<file path="src/rtl/mem_ctrl.sv">
// mem_ctrl: byte-serial RAM arbiter serving IF fetches and MEM loads/stores over one 8-bit port.
// Define MEMCTRL_IF_ABORT_EN to let a MEM request pre-empt an in-flight IF fetch.
module mem_ctrl #(
  parameter int ADDR_WIDTH = 32
) (
  input  logic                  clk,
  input  logic                  rst,
  input  logic                  rdy,
  input  logic                  if_req_i,
  input  logic [ADDR_WIDTH-1:0] if_addr_i,
  output logic [31:0]           if_data_o,
  output logic                  if_done_o,
  output logic                  if_stall_req_o,
  input  logic                  mem_req_i,
  input  logic                  mem_we_i,
  input  logic [2:0]            mem_len_i,
  input  logic [ADDR_WIDTH-1:0] mem_addr_i,
  input  logic [31:0]           mem_wdata_i,
  output logic [31:0]           mem_rdata_o,
  output logic                  mem_done_o,
  output logic                  mem_stall_req_o,
  output logic [ADDR_WIDTH-1:0] ram_a_o,
  output logic                  ram_wr_o,
  output logic [7:0]            ram_dout_o,
  input  logic [7:0]            ram_din_i
);
  // state  | meaning
  // IDLE   | waiting for a request; MEM wins over IF
  // IF_RD  | fetching the 4 instruction bytes
  // MEM_RD | loading len bytes
  // MEM_WR | storing len bytes
  // DONE   | one-cycle done pulse, result valid
  localparam logic [2:0] S_IDLE   = 3'd0;
  localparam logic [2:0] S_IF_RD  = 3'd1;
  localparam logic [2:0] S_MEM_RD = 3'd2;
  localparam logic [2:0] S_MEM_WR = 3'd3;
  localparam logic [2:0] S_DONE   = 3'd4;

  logic [2:0]            state;
  logic                  done_if;
  logic [ADDR_WIDTH-1:0] base;
  logic [ADDR_WIDTH-1:0] a_q;
  logic [2:0]            len;
  logic [2:0]            a_idx;
  logic [2:0]            cap;
  logic [2:0]            prev_idx;
  logic                  prev_vld;
  logic [31:0]           wdata;
  logic [31:0]           if_data_q;
  logic [31:0]           mem_rdata_q;
  logic                  hit;
  logic                  abort_if;
  logic [2:0]            cap_n;
  logic [2:0]            nxt_idx;

`ifdef MEMCTRL_IF_ABORT_EN
  assign abort_if = ~if_req_i | mem_req_i;
`else
  assign abort_if = ~if_req_i;
`endif

  // ram_din_i answers last cycle's address; after a freeze that answer is stale,
  // so the first uncaptured byte's address is issued again.
  assign hit     = prev_vld && (prev_idx == cap);
  assign cap_n   = cap + {2'b00, hit};
  assign nxt_idx = (a_idx == cap_n) ? a_idx + 3'd1 : cap_n;

  always_ff @(posedge clk) begin
    if (rst) begin
      state       <= S_IDLE;
      done_if     <= 1'b0;
      base        <= '0;
      a_q         <= '0;
      len         <= 3'd0;
      a_idx       <= 3'd0;
      cap         <= 3'd0;
      prev_idx    <= 3'd0;
      prev_vld    <= 1'b0;
      wdata       <= 32'h0;
      if_data_q   <= 32'h0;
      mem_rdata_q <= 32'h0;
    end else if (rdy) begin
      case (state)
        S_IDLE: begin
          a_idx    <= 3'd0;
          cap      <= 3'd0;
          prev_vld <= 1'b0;
          if (mem_req_i) begin
            state   <= mem_we_i ? S_MEM_WR : S_MEM_RD;
            done_if <= 1'b0;
            base    <= mem_addr_i;
            a_q     <= mem_addr_i;
            len     <= mem_len_i;
            wdata   <= mem_wdata_i;
            if (!mem_we_i) mem_rdata_q <= 32'h0;
          end else if (if_req_i) begin
            state     <= S_IF_RD;
            done_if   <= 1'b1;
            base      <= if_addr_i;
            a_q       <= if_addr_i;
            len       <= 3'd4;
            if_data_q <= 32'h0;
          end
        end
        S_IF_RD, S_MEM_RD: begin
          if (state == S_IF_RD && abort_if) begin
            state <= S_IDLE;
          end else begin
            if (hit) begin
              if (state == S_IF_RD) if_data_q[{cap[1:0], 3'b000} +: 8] <= ram_din_i;
              else                  mem_rdata_q[{cap[1:0], 3'b000} +: 8] <= ram_din_i;
            end
            prev_idx <= a_idx;
            prev_vld <= 1'b1;
            a_idx    <= nxt_idx;
            a_q      <= base + ADDR_WIDTH'(nxt_idx);
            cap      <= cap_n;
            if (cap_n == len) state <= S_DONE;
          end
        end
        S_MEM_WR: begin
          if (a_idx + 3'd1 == len) begin
            state <= S_DONE;
          end else begin
            a_idx <= a_idx + 3'd1;
            a_q   <= a_q + ADDR_WIDTH'(1);
          end
        end
        S_DONE:  state <= S_IDLE;
        default: state <= S_IDLE;
      endcase
    end else begin
      prev_vld <= 1'b0;
    end
  end

  assign if_done_o       = (state == S_DONE) && done_if;
  assign mem_done_o      = (state == S_DONE) && !done_if;
  assign if_stall_req_o  = if_req_i & ~if_done_o;
  assign mem_stall_req_o = mem_req_i & ~mem_done_o;
  assign if_data_o       = if_data_q;
  assign mem_rdata_o     = mem_rdata_q;
  assign ram_a_o         = a_q;
  assign ram_wr_o        = (state == S_MEM_WR) && rdy;
  assign ram_dout_o      = (state == S_MEM_WR) ? wdata[{a_idx[1:0], 3'b000} +: 8] : 8'h00;

endmodule

</file>
<file path="config.mk">
export PLATFORM = sky130hd
export DESIGN_NAME = mem_ctrl
export DESIGN_NICKNAME = d
export VERILOG_FILES = /design/src/rtl/mem_ctrl.sv
export SDC_FILE = /design/constraint.sdc
export NUM_CORES = 1
export LEC_CHECK = 0
export ABC_AREA = 1
export CAP_MARGIN = 20
export CORE_ASPECT_RATIO = 0.75
export CORE_MARGIN = 5
export CORE_UTILIZATION = 38
export DETAILED_ROUTE_END_ITERATION = 12
export GPL_ROUTABILITY_DRIVEN = 0
export HOLD_SLACK_MARGIN = 0.1
export MAX_ROUTING_LAYER = met4
export PLACE_DENSITY = 0.64
export SYNTH_ARGS = -nofsm -noshare
export SYNTH_HDL_FRONTEND = slang
export SYNTH_SLANG_ARGS = --single-unit
</file>
<file path="constraint.sdc">
create_clock -name clk -period 6.65 [get_ports clk]
set_clock_uncertainty 0.05 [all_clocks]
set_input_delay 1.33 -clock clk [delete_from_list [all_inputs] [get_ports clk]]
set_output_delay 1.33 -clock clk [all_outputs]
set_load 0.005 [all_outputs]
</file>
* Word level (Yosys, flattened, before mapping)
Cells that the tools add are included.
** Word-level totals
- Bits in registers :: 177
- Input port bits :: 113
- Output and inout port bits :: 109
- Logic and storage cells :: 108
** Operators by class
- Add/sub/neg operators :: 5
- Eq/ne operators :: 20
- Shifts and indexed selects :: 3
- Mux-type cells :: 39
- Bitwise gates (word level) :: 7
- Reductions and logical operators :: 22
** Operators with widths (count)
- $mux 32 :: 14
- $pmux 32 s2 :: 2
- $pmux 32 s3 :: 1
- $bwmux 32 :: 2
- $mux 3 :: 11
- $add 32x1->32 const B :: 1
- $add 32x3->32 :: 1
- $shift 8x7->32 const A :: 1
- $shiftx 32x6->8 :: 1
- $shiftx 8x7->32 :: 1
- $ne 2x2->1 const B :: 10
- $pmux 3 s3 :: 2
- $reduce_and 7->1 :: 2
- $eq 3x3->1 :: 4
- $reduce_and 3->1 :: 4
- $mux 8 :: 1
- $reduce_and 4->1 :: 2
- $neg 5->7 :: 1
- $eq 3x2->1 const B :: 2
- $ne 3x3->1 const B :: 2
- $pmux 3 s2 :: 1
- $logic_and 1x1->1 :: 5
- $not 1->1 :: 5
- $reduce_and 5->1 :: 1
- other kinds (13) :: 19

* Depth between registers and ports, before layout
- Word-level depth :: 8
- Mapped depth :: 27
- Depth with buffers taken out :: 27

* Least setup slack after synthesis
OpenSTA, ideal clock, no wires.
- Path type :: input to output
- Start :: input mem_req_i
- End :: output mem_stall_req_o
- Data arrival time :: 1.957 ns
- Required time :: 5.270 ns
- Setup slack :: 3.313 ns
- Stages :: 4
- Path buffers :: 2
- Path through :: buf_2 > clkbuf_1 > o21ai_0 > inv_1
** On the way
- Word-level cells in the longest chain between the ends :: 1
** RTL lines
- from (decl) :: RTL line 14 : input logic mem_req_i,
- $and 1x1->1 :: RTL line 140 : assign mem_stall_req_o = mem_req_i & ~mem_done_o;
- to (decl) :: RTL line 21 : output logic mem_stall_req_o,
No other way between the ends.

* Worst setup path in the final report
Same ends and word-level chain as after synthesis.

==> run summary <==
## Run status
* finished clean — outcome

## Power and ir drop
* 5.85 nW — LEAKAGE
* 3.38 mW — Total Power Consumption
* 1.22 mW — net load switching power
* 30.8% — Comb pwr share
* 0.194 mV — maximum vdd ir drop
* 36.1% — switching fraction of total power
* 2.16 mW — internal power contribution
* 29.4% — relative contribution of the clock network to total power
* 39.8% — share of power burned in registers
* 247 nW/um^2 — Cell Pwr Density

## Detailed routing
* 6 — Pre-Repair DR Iteration Count
* 16.4 um — final routed wire length divided by cell count
* 11,800 — via count of the routed design
* 1,306 — starting DRC count in detailed routing
* 0 — number of nets with antenna violations after detailed routing
* 38,700 um — wirelength, routed
* 0 — DRC viols
* 5.01 — via density per instance

## CTS
* 0.44 ns — clock insertion delay at the later pin of the skew report
* 0 — CTS Hold Bufs
* 0 — CTS-repair resized insts
* 2 — clock buffer depth
* 0.07 ns — clock-pin slew of the registers on the worst-case setup and hold paths
* built — clock tree from TritonCTS
* 4 — count of H-tree levels built during CTS
* 17 — number of buffers inserted during clock tree synthesis
* 177 — number of sinks handled by clock tree synthesis
* sky130_fd_sc_hd__clkbuf_16 — Root Buffer Master
* 0 — number of buffers inserted to repair setup after CTS

## Setup path
* 5 — biggest fanout along the worst timing path
* primary input — startpoint types
* in -> out — classification of the worst setup path
* 2.93 ns — data arrival time at the worst-slack endpoint
* buffers and inverters — cell family with most CP delay
* sky130_fd_sc_hd__clkdlybuf4s50_1 — slowest stage cell, crit path
* 3 — buffer and inverter count on the worst path
* 0.67 ns — delay of the slowest cell on the worst path
* output port — kind of end point of the critical path
* 5.27 ns — worst path required time
* sky130_fd_sc_hd__clkdlybuf4s50_1 — cell with the most instances on the worst path
* clkdlybuf4s50_1, o21ai_0, inv_1, clkdlybuf4s50_1 — Cell Chain, Critical Path

## Synth
* 10,700 sq um — post-synthesis instance area
* 0% — Async S/R FF share, synth
* 1,904 — nets in the synthesized netlist
* 33.0% — sequential area share after synthesis
* sky130_fd_sc_hd__dfxtp_1 — dominant synthesized flop cell
* 177 — register bit total from synthesis
* 1,778 — synthesized instance count
* 41 — distinct cell type count after synthesis
* 0 — synth warn
* 0 — number of enable-type register cells in the synthesized netlist
* 6.03 sq um — per-instance average area after synthesis

## Timing
* no — setup repair after global routing missed its margin
* 0 ns — final total negative setup slack
* 33.5% — relative slew slack
* 0.403 ns — post-route worst hold slack
* 0 — Max Slew Vio Count
* 0.994 ns — Least-Margin Pin Slew
* 4.31 ns — crit path time final
* 0 — final setup violation count
* 64.8% — final cycle utilization of the critical path
* 232 MHz — maximum operating frequency
* 0 — Hold Vio Cnt, Final

## Global routing
* 10,500 — vias in the first global route
* 72 — largest net degree at the start of global routing
* 24.3% — Global Route Usage Sum
* 59,600 um — global-route wire length before repair
* 0 — global-route congestion overflow total
* 1 — number of antenna violations at the first check in global routing

## Floorplanning
* 27,900 sq um — Std-Cell Core Area
* 31,700 sq um — DIE AREA
* 222 — number of primary I/O pins
* 204 um — DIE WIDTH
* 38.4% — effective utilization at floorplan
* 155 um — DIE HEIGHT
* 53 — FP Rows

## Placement
* 29,500 um — dpl hpwl
* 221 — count of input and output buffers

## Run
* 0 — max-capacitance violation count

## Final layout
* 27.4% — Synth-to-Final Area Change
* 2,080 — NumNets Final
* 4.88% — ratio of cells with drive above 1 in the final layout
* 48.9% — share of the core filled with cells in the final layout

## Hold path
* reg -> reg — type of the most critical hold path

==> synthesized netlist by cell type (3+ instances only) <==
| cell | number | area, sq um |
|---|---|---|
| sky130_fd_sc_hd__nor3_1 | 9 | 45.0 |
| sky130_fd_sc_hd__buf_4 | 3 | 22.5 |
| sky130_fd_sc_hd__a211oi_1 | 4 | 30.0 |
| sky130_fd_sc_hd__inv_1 | 215 | 807 |
| sky130_fd_sc_hd__nand4_4 | 7 | 149 |
| sky130_fd_sc_hd__nand4_1 | 20 | 125 |
| sky130_fd_sc_hd__clkbuf_1 | 32 | 120 |
| sky130_fd_sc_hd__nand2_2 | 4 | 25.0 |
| sky130_fd_sc_hd__a21oi_1 | 135 | 676 |
| sky130_fd_sc_hd__xor2_1 | 3 | 26.3 |
| sky130_fd_sc_hd__o21ai_0 | 128 | 641 |
| sky130_fd_sc_hd__dfxtp_1 | 177 | 3540 |
| sky130_fd_sc_hd__nand2_1 | 480 | 1800 |
| sky130_fd_sc_hd__nor2_1 | 309 | 1160 |
| sky130_fd_sc_hd__buf_6 | 11 | 124 |
| sky130_fd_sc_hd__o21ai_1 | 14 | 70.1 |
| sky130_fd_sc_hd__buf_2 | 23 | 115 |
| sky130_fd_sc_hd__buf_1 | 3 | 11.3 |
| sky130_fd_sc_hd__nor2_2 | 4 | 25.0 |
| sky130_fd_sc_hd__inv_2 | 8 | 30.0 |
| sky130_fd_sc_hd__xnor2_1 | 3 | 26.3 |
| sky130_fd_sc_hd__nand3_2 | 3 | 30.0 |
| sky130_fd_sc_hd__ha_1 | 12 | 150 |
| sky130_fd_sc_hd__nand3_1 | 134 | 671 |
| sky130_fd_sc_hd__or2_2 | 16 | 100 |
==> power groups by stage <==
stage	Combinational (mW)	Sequential (mW)	Clock, mW
4_1_cts	1.03	1.34	1.01
5_1_grt	1.16	1.36	1.05
3_3_place_gp	1.01	1.36	0
6_report	1.04	1.34	0.992
3_5_place_dp	1.03	1.36	0
2_1_floorplan	0.647	1.32	0
==> final timing paths <==
path / from / end / slack (ns) / depth (start not counted)
setup / recovery: mem_req_i / mem_stall_req_o / 2.34 / 4
hold / removal: wdata[23]$_SDFFE_PP0P_ / wdata[23]$_SDFFE_PP0P_ / 0.40 / 2
setup reg to reg: cap[0]$_SDFFE_PP0P_ / ram_a_o[30]$_SDFFE_PP0P_ / 2.38 / 22
hold reg to reg: wdata[23]$_SDFFE_PP0P_ / wdata[23]$_SDFFE_PP0P_ / 0.40 / 2
==> layer usage <==
layer / track usage, % / vias to the layer above / part of all wire [%]
met5: - / - / 0
met4: 4.53 / 0 / 1.0
met3: 4.54 / 26 / 8.0
met2: 33.6 / 457 / 41
met1: 36.9 / 5339 / 50
li1: - / 5968 / -
==> state kept, by name, indices dropped and copies added (netlist names) <==
register     count
base            32
if_data_o       32
mem_rdata_o     32
ram_a_o         32
wdata           32
a_idx            3
cap              3
len              3
prev_idx         3
state            3
done_if          1
prev_vld         1
==> logic make-up after synthesis <==
logic type / share of synthesized area, %
AOI/OAI and AO/OA: 13.9
xor gates and xnor gates: 0.490
adders and majority gates: 1.59
buffers and inverters: 11.7
DFF: 33.0
and+or+nand+nor: 39.2
==> layout by cell type (no fill, tap or decap), types with 2 or more instances in the layout <==
cell type / synthesis / layout
sky130_fd_sc_hd__clkinv_4: 0 / 4
sky130_fd_sc_hd__nand4_4: 7 / 7
sky130_fd_sc_hd__inv_6: 1 / 3
sky130_fd_sc_hd__clkinv_2: 0 / 3
sky130_fd_sc_hd__a21oi_1: 135 / 135
sky130_fd_sc_hd__clkinvlp_4: 0 / 2
sky130_fd_sc_hd__nor3_1: 9 / 8
sky130_fd_sc_hd__inv_2: 8 / 8
sky130_fd_sc_hd__nand3_2: 3 / 3
sky130_fd_sc_hd__xor2_1: 3 / 3
sky130_fd_sc_hd__a21oi_2: 2 / 2
sky130_fd_sc_hd__ha_1: 12 / 12
sky130_fd_sc_hd__nand2_1: 480 / 480
sky130_fd_sc_hd__or2_2: 16 / 16
sky130_fd_sc_hd__inv_1: 215 / 215
sky130_fd_sc_hd__clkbuf_16: 0 / 17
sky130_fd_sc_hd__o21ai_0: 128 / 128
sky130_fd_sc_hd__a211oi_1: 4 / 4
sky130_fd_sc_hd__nor2_2: 4 / 4
sky130_fd_sc_hd__nand3_1: 134 / 134
sky130_fd_sc_hd__clkdlybuf4s50_1: 0 / 220
sky130_fd_sc_hd__o21ai_1: 14 / 13
sky130_fd_sc_hd__xnor2_1: 3 / 3
sky130_fd_sc_hd__o21bai_1: 2 / 2
sky130_fd_sc_hd__dfxtp_1: 177 / 177
sky130_fd_sc_hd__buf_4: 3 / 9
sky130_fd_sc_hd__clkbuf_8: 0 / 2
sky130_fd_sc_hd__nor4_1: 2 / 2
sky130_fd_sc_hd__nand2_4: 2 / 2
sky130_fd_sc_hd__nor2_1: 309 / 309
sky130_fd_sc_hd__nand2_2: 4 / 4
sky130_fd_sc_hd__nand4_1: 20 / 20
==> area by class of cell <==
type	instances	area (sq um)
clock inverter	11	108
multi-input combinational	1301	5940
antenna	1	2.50
clock buffer	20	457
tap	385	482
timing repair buffer	230	2270
inverter	227	861
fill	2894	14300
sequential	177	3540
==> through the flow <==
stage	instance area, sq um	std cells	worst slack (ns)
global placement	13100	2320	2.30
CTS	13700	2351	2.31
detailed placement	13100	2320	2.31
floorplan	10700	1778	3.31
global route	13700	2352	1.92
finish	13700	2352	2.34
==> worst reg2reg max path, cell delays in order, from the launching register on <==
cell                      delay, ns
sky130_fd_sc_hd__dfxtp_1       0.65
sky130_fd_sc_hd__inv_4         0.16
sky130_fd_sc_hd__a21oi_2       0.17
sky130_fd_sc_hd__nand3_2       0.16
sky130_fd_sc_hd__inv_1         0.09
sky130_fd_sc_hd__ha_1          0.14
sky130_fd_sc_hd__ha_1          0.30
sky130_fd_sc_hd__xor2_1        0.17
sky130_fd_sc_hd__nor2_1        0.15
sky130_fd_sc_hd__nand2_1       0.13
sky130_fd_sc_hd__o21ai_0       0.27
sky130_fd_sc_hd__ha_1          0.27
sky130_fd_sc_hd__fa_1          0.20
sky130_fd_sc_hd__nand2_1       0.07
sky130_fd_sc_hd__nand2_1       0.08
sky130_fd_sc_hd__nand4_1       0.25
sky130_fd_sc_hd__nor2_1        0.36
sky130_fd_sc_hd__nand2_1       0.10
sky130_fd_sc_hd__nand2_1       0.07
sky130_fd_sc_hd__nand3_1       0.15
sky130_fd_sc_hd__nand3_1       0.14
sky130_fd_sc_hd__nand2_1       0.05
sky130_fd_sc_hd__inv_1         0.04
(Power assumes the default switching activity.)
